$ cat config.mk
export PLATFORM = sky130hd
export DESIGN_NAME = shift_add_mult16
export DESIGN_NICKNAME = d
export VERILOG_FILES = /design/src/rtl/shift_add_mult16.sv
export SDC_FILE = /design/constraint.sdc
export NUM_CORES = 1
export LEC_CHECK = 0
export CAP_MARGIN = 20
export CORE_UTILIZATION = 35
export CTS_BUF_LIST = sky130_fd_sc_hd__clkbuf_16
export CTS_CLUSTER_SIZE = 14
export DETAILED_ROUTE_END_ITERATION = 10
export DONT_BUFFER_PORTS = 1
export PLACE_DENSITY_LB_ADDON = 0.2
export RECOVER_POWER = 50
export SYNTH_ARGS = -nofsm -noshare
export SYNTH_HDL_FRONTEND = slang
export SYNTH_SLANG_ARGS = --single-unit
$ cat constraint.sdc
create_clock -name clk -period 3 [get_ports clk]
set_input_delay 0.6 -clock clk [delete_from_list [all_inputs] [get_ports clk]]
set_output_delay 0.6 -clock clk [all_outputs]
set_load 0.02 [all_outputs]
$ cat src/rtl/shift_add_mult16.sv
// ---------------------------------------------------------------------------
// shift_add_mult16
//
// Sequential WIDTH x WIDTH unsigned shift-and-add multiplier controller.
// This block owns the multiplicand register (m_reg), the partial-product
// register pair (p_hi/p_lo) and the iteration counter. It does not contain an
// adder. Instead it drives an external combinational ripple-carry adder and
// consumes that adder's sum in the same clock cycle, doing one add per clock
// for WIDTH iterations.
//
// Algorithm: the product register starts as {0, multiplier}. Each iteration
// adds the multiplicand into the upper half when the lowest product bit is
// set. It then shifts the 2*WIDTH+1 bit value {carry, sum, p_lo} right by
// one. After WIDTH iterations the multiplier bits have all been shifted out
// and {p_hi, p_lo} holds the full product.
//
// Parameters
//   WIDTH     operand width; must match the external adder width (16)
//   CNT_W     iteration counter width (holds 0..WIDTH)
//
// Ports
//   clk       in   rising-edge clock
//   reset     in   synchronous active-high reset
//   start     in   request; only sampled while idle
//   op_a      in   multiplicand, captured on an accepted start
//   op_b      in   multiplier, captured on an accepted start
//   busy      out  high while iterating
//   done      out  one-cycle pulse once the product is final
//   product   out  {p_hi, p_lo}; valid from done until the next accepted start
//   add_a     out  adder operand a: current p_hi
//   add_b     out  adder operand b: multiplicand when p_lo[0] is set, else 0
//   add_cin   out  adder carry-in, always 0
//   add_s     in   adder sum (combinational, same cycle)
//   add_cout  in   adder carry-out
//
// Build option
//   MULT_ZERO_SKIP_EN  when defined, an accepted start with a zero operand
//                      goes straight to the done state with a zero product
//                      and never enters the iteration phase.
// ---------------------------------------------------------------------------
module shift_add_mult16 #(
  parameter int WIDTH = 16,
  parameter int CNT_W = 5
) (
  input  logic               clk,
  input  logic               reset,
  input  logic               start,
  input  logic [WIDTH-1:0]   op_a,
  input  logic [WIDTH-1:0]   op_b,
  output logic               busy,
  output logic               done,
  output logic [2*WIDTH-1:0] product,
  output logic [WIDTH-1:0]   add_a,
  output logic [WIDTH-1:0]   add_b,
  output logic               add_cin,
  input  logic [WIDTH-1:0]   add_s,
  input  logic               add_cout
);

  typedef enum logic [1:0] {
    IDLE = 2'd0,
    RUN  = 2'd1,
    DONE = 2'd2
  } state_t;

  // The counter value seen during the last iteration. At that edge the
  // machine moves on to the done state.
  localparam logic [CNT_W-1:0] LAST_ITER = CNT_W'(WIDTH - 1);

  state_t             state;
  state_t             state_nxt;
  logic [WIDTH-1:0]   m_reg;
  logic [WIDTH-1:0]   m_nxt;
  logic [WIDTH-1:0]   p_hi;
  logic [WIDTH-1:0]   p_hi_nxt;
  logic [WIDTH-1:0]   p_lo;
  logic [WIDTH-1:0]   p_lo_nxt;
  logic [CNT_W-1:0]   cnt;
  logic [CNT_W-1:0]   cnt_nxt;

  // State and datapath registers. Reset clears everything, including the
  // partial product, so an aborted multiply leaves no trace and no done
  // pulse follows it.
  always_ff @(posedge clk) begin
    if (reset) begin
      state <= IDLE;
      m_reg <= '0;
      p_hi  <= '0;
      p_lo  <= '0;
      cnt   <= '0;
    end else begin
      state <= state_nxt;
      m_reg <= m_nxt;
      p_hi  <= p_hi_nxt;
      p_lo  <= p_lo_nxt;
      cnt   <= cnt_nxt;
    end
  end

  // Next-state and next-datapath logic. By default everything holds, so the
  // product stays visible while idle until a new start is accepted.
  // A start request is ignored outside IDLE: there is no restart and no
  // queueing.
  //
  // In RUN, the external adder has already formed p_hi + (m or 0) this
  // cycle. Its 17-bit result, followed by the upper bits of p_lo, makes the
  // shifted product. The carry therefore lands in p_hi's top bit and is
  // never lost.
  always_comb begin
    state_nxt = state;
    m_nxt     = m_reg;
    p_hi_nxt  = p_hi;
    p_lo_nxt  = p_lo;
    cnt_nxt   = cnt;

    unique case (state)
      IDLE: begin
        if (start) begin
          m_nxt     = op_a;
          p_hi_nxt  = '0;
          p_lo_nxt  = op_b;
          cnt_nxt   = '0;
          state_nxt = RUN;
`ifdef MULT_ZERO_SKIP_EN
          if ((op_a == '0) || (op_b == '0)) begin
            m_nxt     = '0;
            p_lo_nxt  = '0;
            state_nxt = DONE;
          end
`endif
        end
      end

      RUN: begin
        {p_hi_nxt, p_lo_nxt} = {add_cout, add_s, p_lo[WIDTH-1:1]};
        cnt_nxt              = cnt + 1'b1;
        if (cnt == LAST_ITER) begin
          state_nxt = DONE;
        end
      end

      DONE: begin
        state_nxt = IDLE;
      end

      default: begin
        state_nxt = IDLE;
      end
    endcase
  end

  // Outputs are decoded from registers only. There is deliberately no path
  // from add_s/add_cout back to add_a/add_b/add_cin, so there is no
  // combinational loop through the external adder. Outside RUN the adder
  // operands keep tracking the registers. That is harmless because the sum
  // is only consumed while iterating.
  always_comb begin
    busy    = (state == RUN);
    done    = (state == DONE);
    product = {p_hi, p_lo};
    add_a   = p_hi;
    add_b   = p_lo[0] ? m_reg : '0;
    add_cin = 1'b0;
  end

endmodule
-- After elaboration in Yosys (flattened, before gate mapping)
Index checks and enable logic that the tools add are counted.
- reductions and logical operators: 5
- multiplexer cells: 10
- eq/ne operators: 5
- add/sub/neg operators: 1
- operators by type and width (operator ; number):
    one-hot mux 16 bit (2 select lines) ; 2
    2-to-1 mux 16 bit ; 3
    one-hot mux 5 bit (2 select lines) ; 1
    AND reduction 2 bit ; 3
    adder 5 x 1 -> 5 bit, second input constant ; 1
    == test 5 x 4 -> 1 bit, second input constant ; 1
    2-to-1 mux 5 bit ; 1
    2-to-1 mux 2 bit ; 2
    one-hot mux 2 bit (2 select lines) ; 1
    == test 2 x 1 -> 1 bit, second input constant ; 1
    == test 2 bit, second input constant ; 1
    logical NOT 2 bit ; 1
    != test 2 x 1 -> 1 bit, second input constant ; 1
    != test 2 bit, second input constant ; 1
    nonzero test 2 bit ; 1
- bits of input ports: 52
- bits in registers: 55

-- Logic depth before layout (Yosys ltp)
- depth after elaboration: 3
- depth in mapped cells: 6
- depth with buffers taken out: 5

-- Worst setup path after synthesis
OpenSTA, ideal clock, no wires.
- path type: register -> output
- start: register p_lo[0]
- end: output add_b[14]
- arrival time: 982 ps
- slack: 1418 ps
- buffers on the path: 1
- stages on the path, launching flop included: 3
- path through: dfxtp_1 -> clkbuf_1 -> and2_1
- longest elaborated chain between the ends: 1
- RTL lines (what ; RTL line ; source):
    start: declaration ; 76 ; logic [WIDTH-1:0] p_lo;
    start signal: assignment ; 95 ; p_lo <= p_lo_nxt;
    2-to-1 mux 16 bit ; 162 ; add_b = p_lo[0] ? m_reg : '0;
    end: declaration ; 54 ; output logic [WIDTH-1:0] add_b,
No other way between the ends.

-- Worst setup path in the final report
- start: register state[0]
- end: register m_reg[0]
- longest elaborated chain between the ends: 2
- RTL lines (what ; RTL line ; source):
    start: declaration ; 70 ; state_t state;
    start signal: assignment ; 92 ; state <= state_nxt;
    logical NOT 2 bit ; 116 ; unique case (state)
    AND reduction 2 bit (no line) ; - ;
    end signal: assignment ; 93 ; m_reg <= m_nxt;
    end: declaration ; 72 ; logic [WIDTH-1:0] m_reg;
No other way between the ends.
A chain may end at the register's enable or synchronous reset.

==> results.sh <==
export IMPL_status="finished, violations left"
export IMPL_violations="max-capacitance violations, max-slew violations"
export IMPL_synthArstFlopShare_pct=0
export IMPL_synth_edff_count=0
export IMPL_leakage_nw=0.923
export IMPL_fillers=717
export IMPL_fin_setup_tns_ps=0
export IMPL_highest_layer="met4"
export IMPL_hpwl_mm=3.36
export IMPL_ys_seq_area_share_pct=45.3
export IMPL_clock_skew_final_ps=6.41
export IMPL_cts_resized=0
export IMPL_yosys_warnings=0
export IMPL_vias=1861
export IMPL_ys_flop_type="dfxtp_1"
export IMPL_wl_per_cell_um=15.1
export IMPL_port_buffers=0
export IMPL_grt_max_degree=56
export IMPL_min_period_ps=2170
export IMPL_tightest_slew_ps=1810
export IMPL_grt_pass1_vias=1778
export IMPL_final_core_util_pct=36.1
export IMPL_detail_route_antenna_nets=0
export IMPL_grt_pass1_wl_mm=8.45
export IMPL_die_area_sq_um=7280
export IMPL_netlist_area_sq_um=2430
export IMPL_placed_area_sq_um=2310
export IMPL_arrival_ps=2390
export IMPL_path_class="reg -> reg"
export IMPL_drc=0
export IMPL_hold_buffers=0
export IMPL_n_antenna_cell=0
export IMPL_drv_slew=17
export IMPL_cp_max_fo=16
export IMPL_finalSetupViolations=0
export IMPL_synth_nets=356
export IMPL_synth_cell_types=30
export IMPL_hold_viol=0
export IMPL_grt_util_all_layers_pct=14.6
export IMPL_overflow=0
export IMPL_clkSlewWorstSetupHoldPaths_ps=70
export IMPL_multiInputGateArea_sq_um=1030
export IMPL_power_frac_seq_pct=54.7
export IMPL_comb_power_share_pct=10.1
export IMPL_syn_area_per_cell_sq_um=8.05
export IMPL_root_buffer="clkbuf_16"
export IMPL_place_congestion=0.709
export IMPL_final_common_cell="nand2_1"
export IMPL_initial_core_util_pct=36.0
export IMPL_sequential_cell_area_sq_um=1100
export IMPL_tritoncts="done"
export IMPL_placedCellCount=347
export IMPL_clk_latency_ps=290
export IMPL_die_height_um=85.3
export IMPL_htreeDepth=2
export IMPL_routed_wl_mm=5.34
export IMPL_ir_worst_vdd_mv=0.211
export IMPL_powerDensity_nw_per_um2=652
export IMPL_slew_headroom_pct=-20.7
export IMPL_crit_path_max_incr_delay_ps=1410
export IMPL_dr_wl_met3_um=321
export IMPL_drtIter0Drc=42
export IMPL_worstHoldPathType="in -> reg"
export IMPL_p_sw_uw=450
export IMPL_cts_sinks=55
export IMPL_drive_gt1_share_pct=5.11
export IMPL_coreArea_sq_um=6760
export IMPL_crit_chain="nor3b_1, nand2_1, a21oi_1"
export IMPL_p_int_mw=1.14
export IMPL_clockPowerShare_pct=35.2
export IMPL_p_sw_share_pct=28.3
export IMPL_row_count=30
export IMPL_fmax_mhz=461
export IMPL_endpoint_kind="register"
export IMPL_clockBufferDepth=2
export IMPL_syn_inst=302
export IMPL_cp_start_kind="register"
export IMPL_drt_vias_per_instance=5.26
export IMPL_dr_pass1_iters=4
export IMPL_final_cell_mix="nand2_1, dfxtp_1, a21oi_1"
export IMPL_rsz0062_at_grt="no"
export IMPL_final_cell_area_sq_um=2440
export IMPL_hold_ws_ps=376
export IMPL_wl_met1_mm=2.48
export IMPL_final_period_utilization_pct=72.2
export IMPL_wl_met2_mm=2.51
export IMPL_ys_ff_latch=55
export IMPL_io_pins=119
export IMPL_post_cts_buffers=0
export IMPL_crit_slowest_cell="nor3b_1"
export IMPL_cts_buffers_inserted=5
export IMPL_drv_cap=1
export IMPL_instances_no_fill=354
export IMPL_cp_data_required_time_ps=3220
export IMPL_die_w_um=85.3
export IMPL_antenna_found_initial=0
export IMPL_area_growth_pct=0.206
export IMPL_nNetsFinal=328
## critical path, delay by kind of cell, from the launching register on
family | cells | cell delay, ps
compound gates | 1 | 180
flops | 1 | 360
simple gates | 2 | 1560
## logic make-up (layout without fill, tap and decap cells)
family                   after synthesis  after routing  synth area share (%)
other                                  1              1                 0.154
AND/OR/NAND/NOR                      130            130                  24.1
flip-flops                            55             55                  45.3
adder cells (fa/ha/maj)                2              2                  1.03
buffers and inverters                 42             14                  11.9
AO/OA/AOI/OAI                         72             72                  17.4
## cell usage after synthesis, types with 4 or more instances
cell type | count | area share, %
a211oi_1 | 16 | 4.9
buf_2 | 4 | 0.82
nor2_1 | 17 | 2.6
nand3_1 | 20 | 4.1
buf_6 | 5 | 2.3
buf_4 | 24 | 7.4
nand2_1 | 67 | 10
dfxtp_1 | 55 | 45
and2_1 | 16 | 4.1
clkbuf_1 | 6 | 0.93
a21oi_1 | 50 | 10
## final cells by class
class / instances / share of cell area [%]
well taps: 80 / 4.11
clock inverters: 2 / 0.565
repair buffers: 5 / 2.21
clock buffers: 5 / 5.14
multi-input cells: 205 / 42.5
flip-flops and latches: 55 / 45.2
inverters: 2 / 0.308
## layer usage
layer  global-route usage (%)  up-vias
li1                         -      934
met1                     17.2      865
met2                     25.7       60
met3                     4.38        2
met4                     4.24        0
met5                        0        -
## power by group through the flow
stage	combinational [mW]	sequential, mW	clock [mW]
after detailed placement	0.164	0.888	0
after global routing	0.181	0.878	0.613
after CTS	0.164	0.871	0.586
after floorplan	0.184	0.861	0
final	0.160	0.870	0.559
after global placement	0.153	0.888	0
## final timing paths
kind             from       end  slack (ps)  cells after the start
max          state[0]  m_reg[0]         830                      3
min             reset  add_a[2]         380                      1
max reg2reg  state[0]  m_reg[0]         830                      3
min reg2reg  m_reg[9]  m_reg[9]         440                      2
## per-stage QoR
step / total power [mW] / setup slack (ps)
6_report: 1.59 / 833
3_5_place_dp: 1.05 / 1230
3_3_place_gp: 1.04 / 1020
4_1_cts: 1.62 / 971
5_1_grt: 1.67 / 514
2_1_floorplan: 1.04 / 1420
Power figures use the tool's default switching activity.
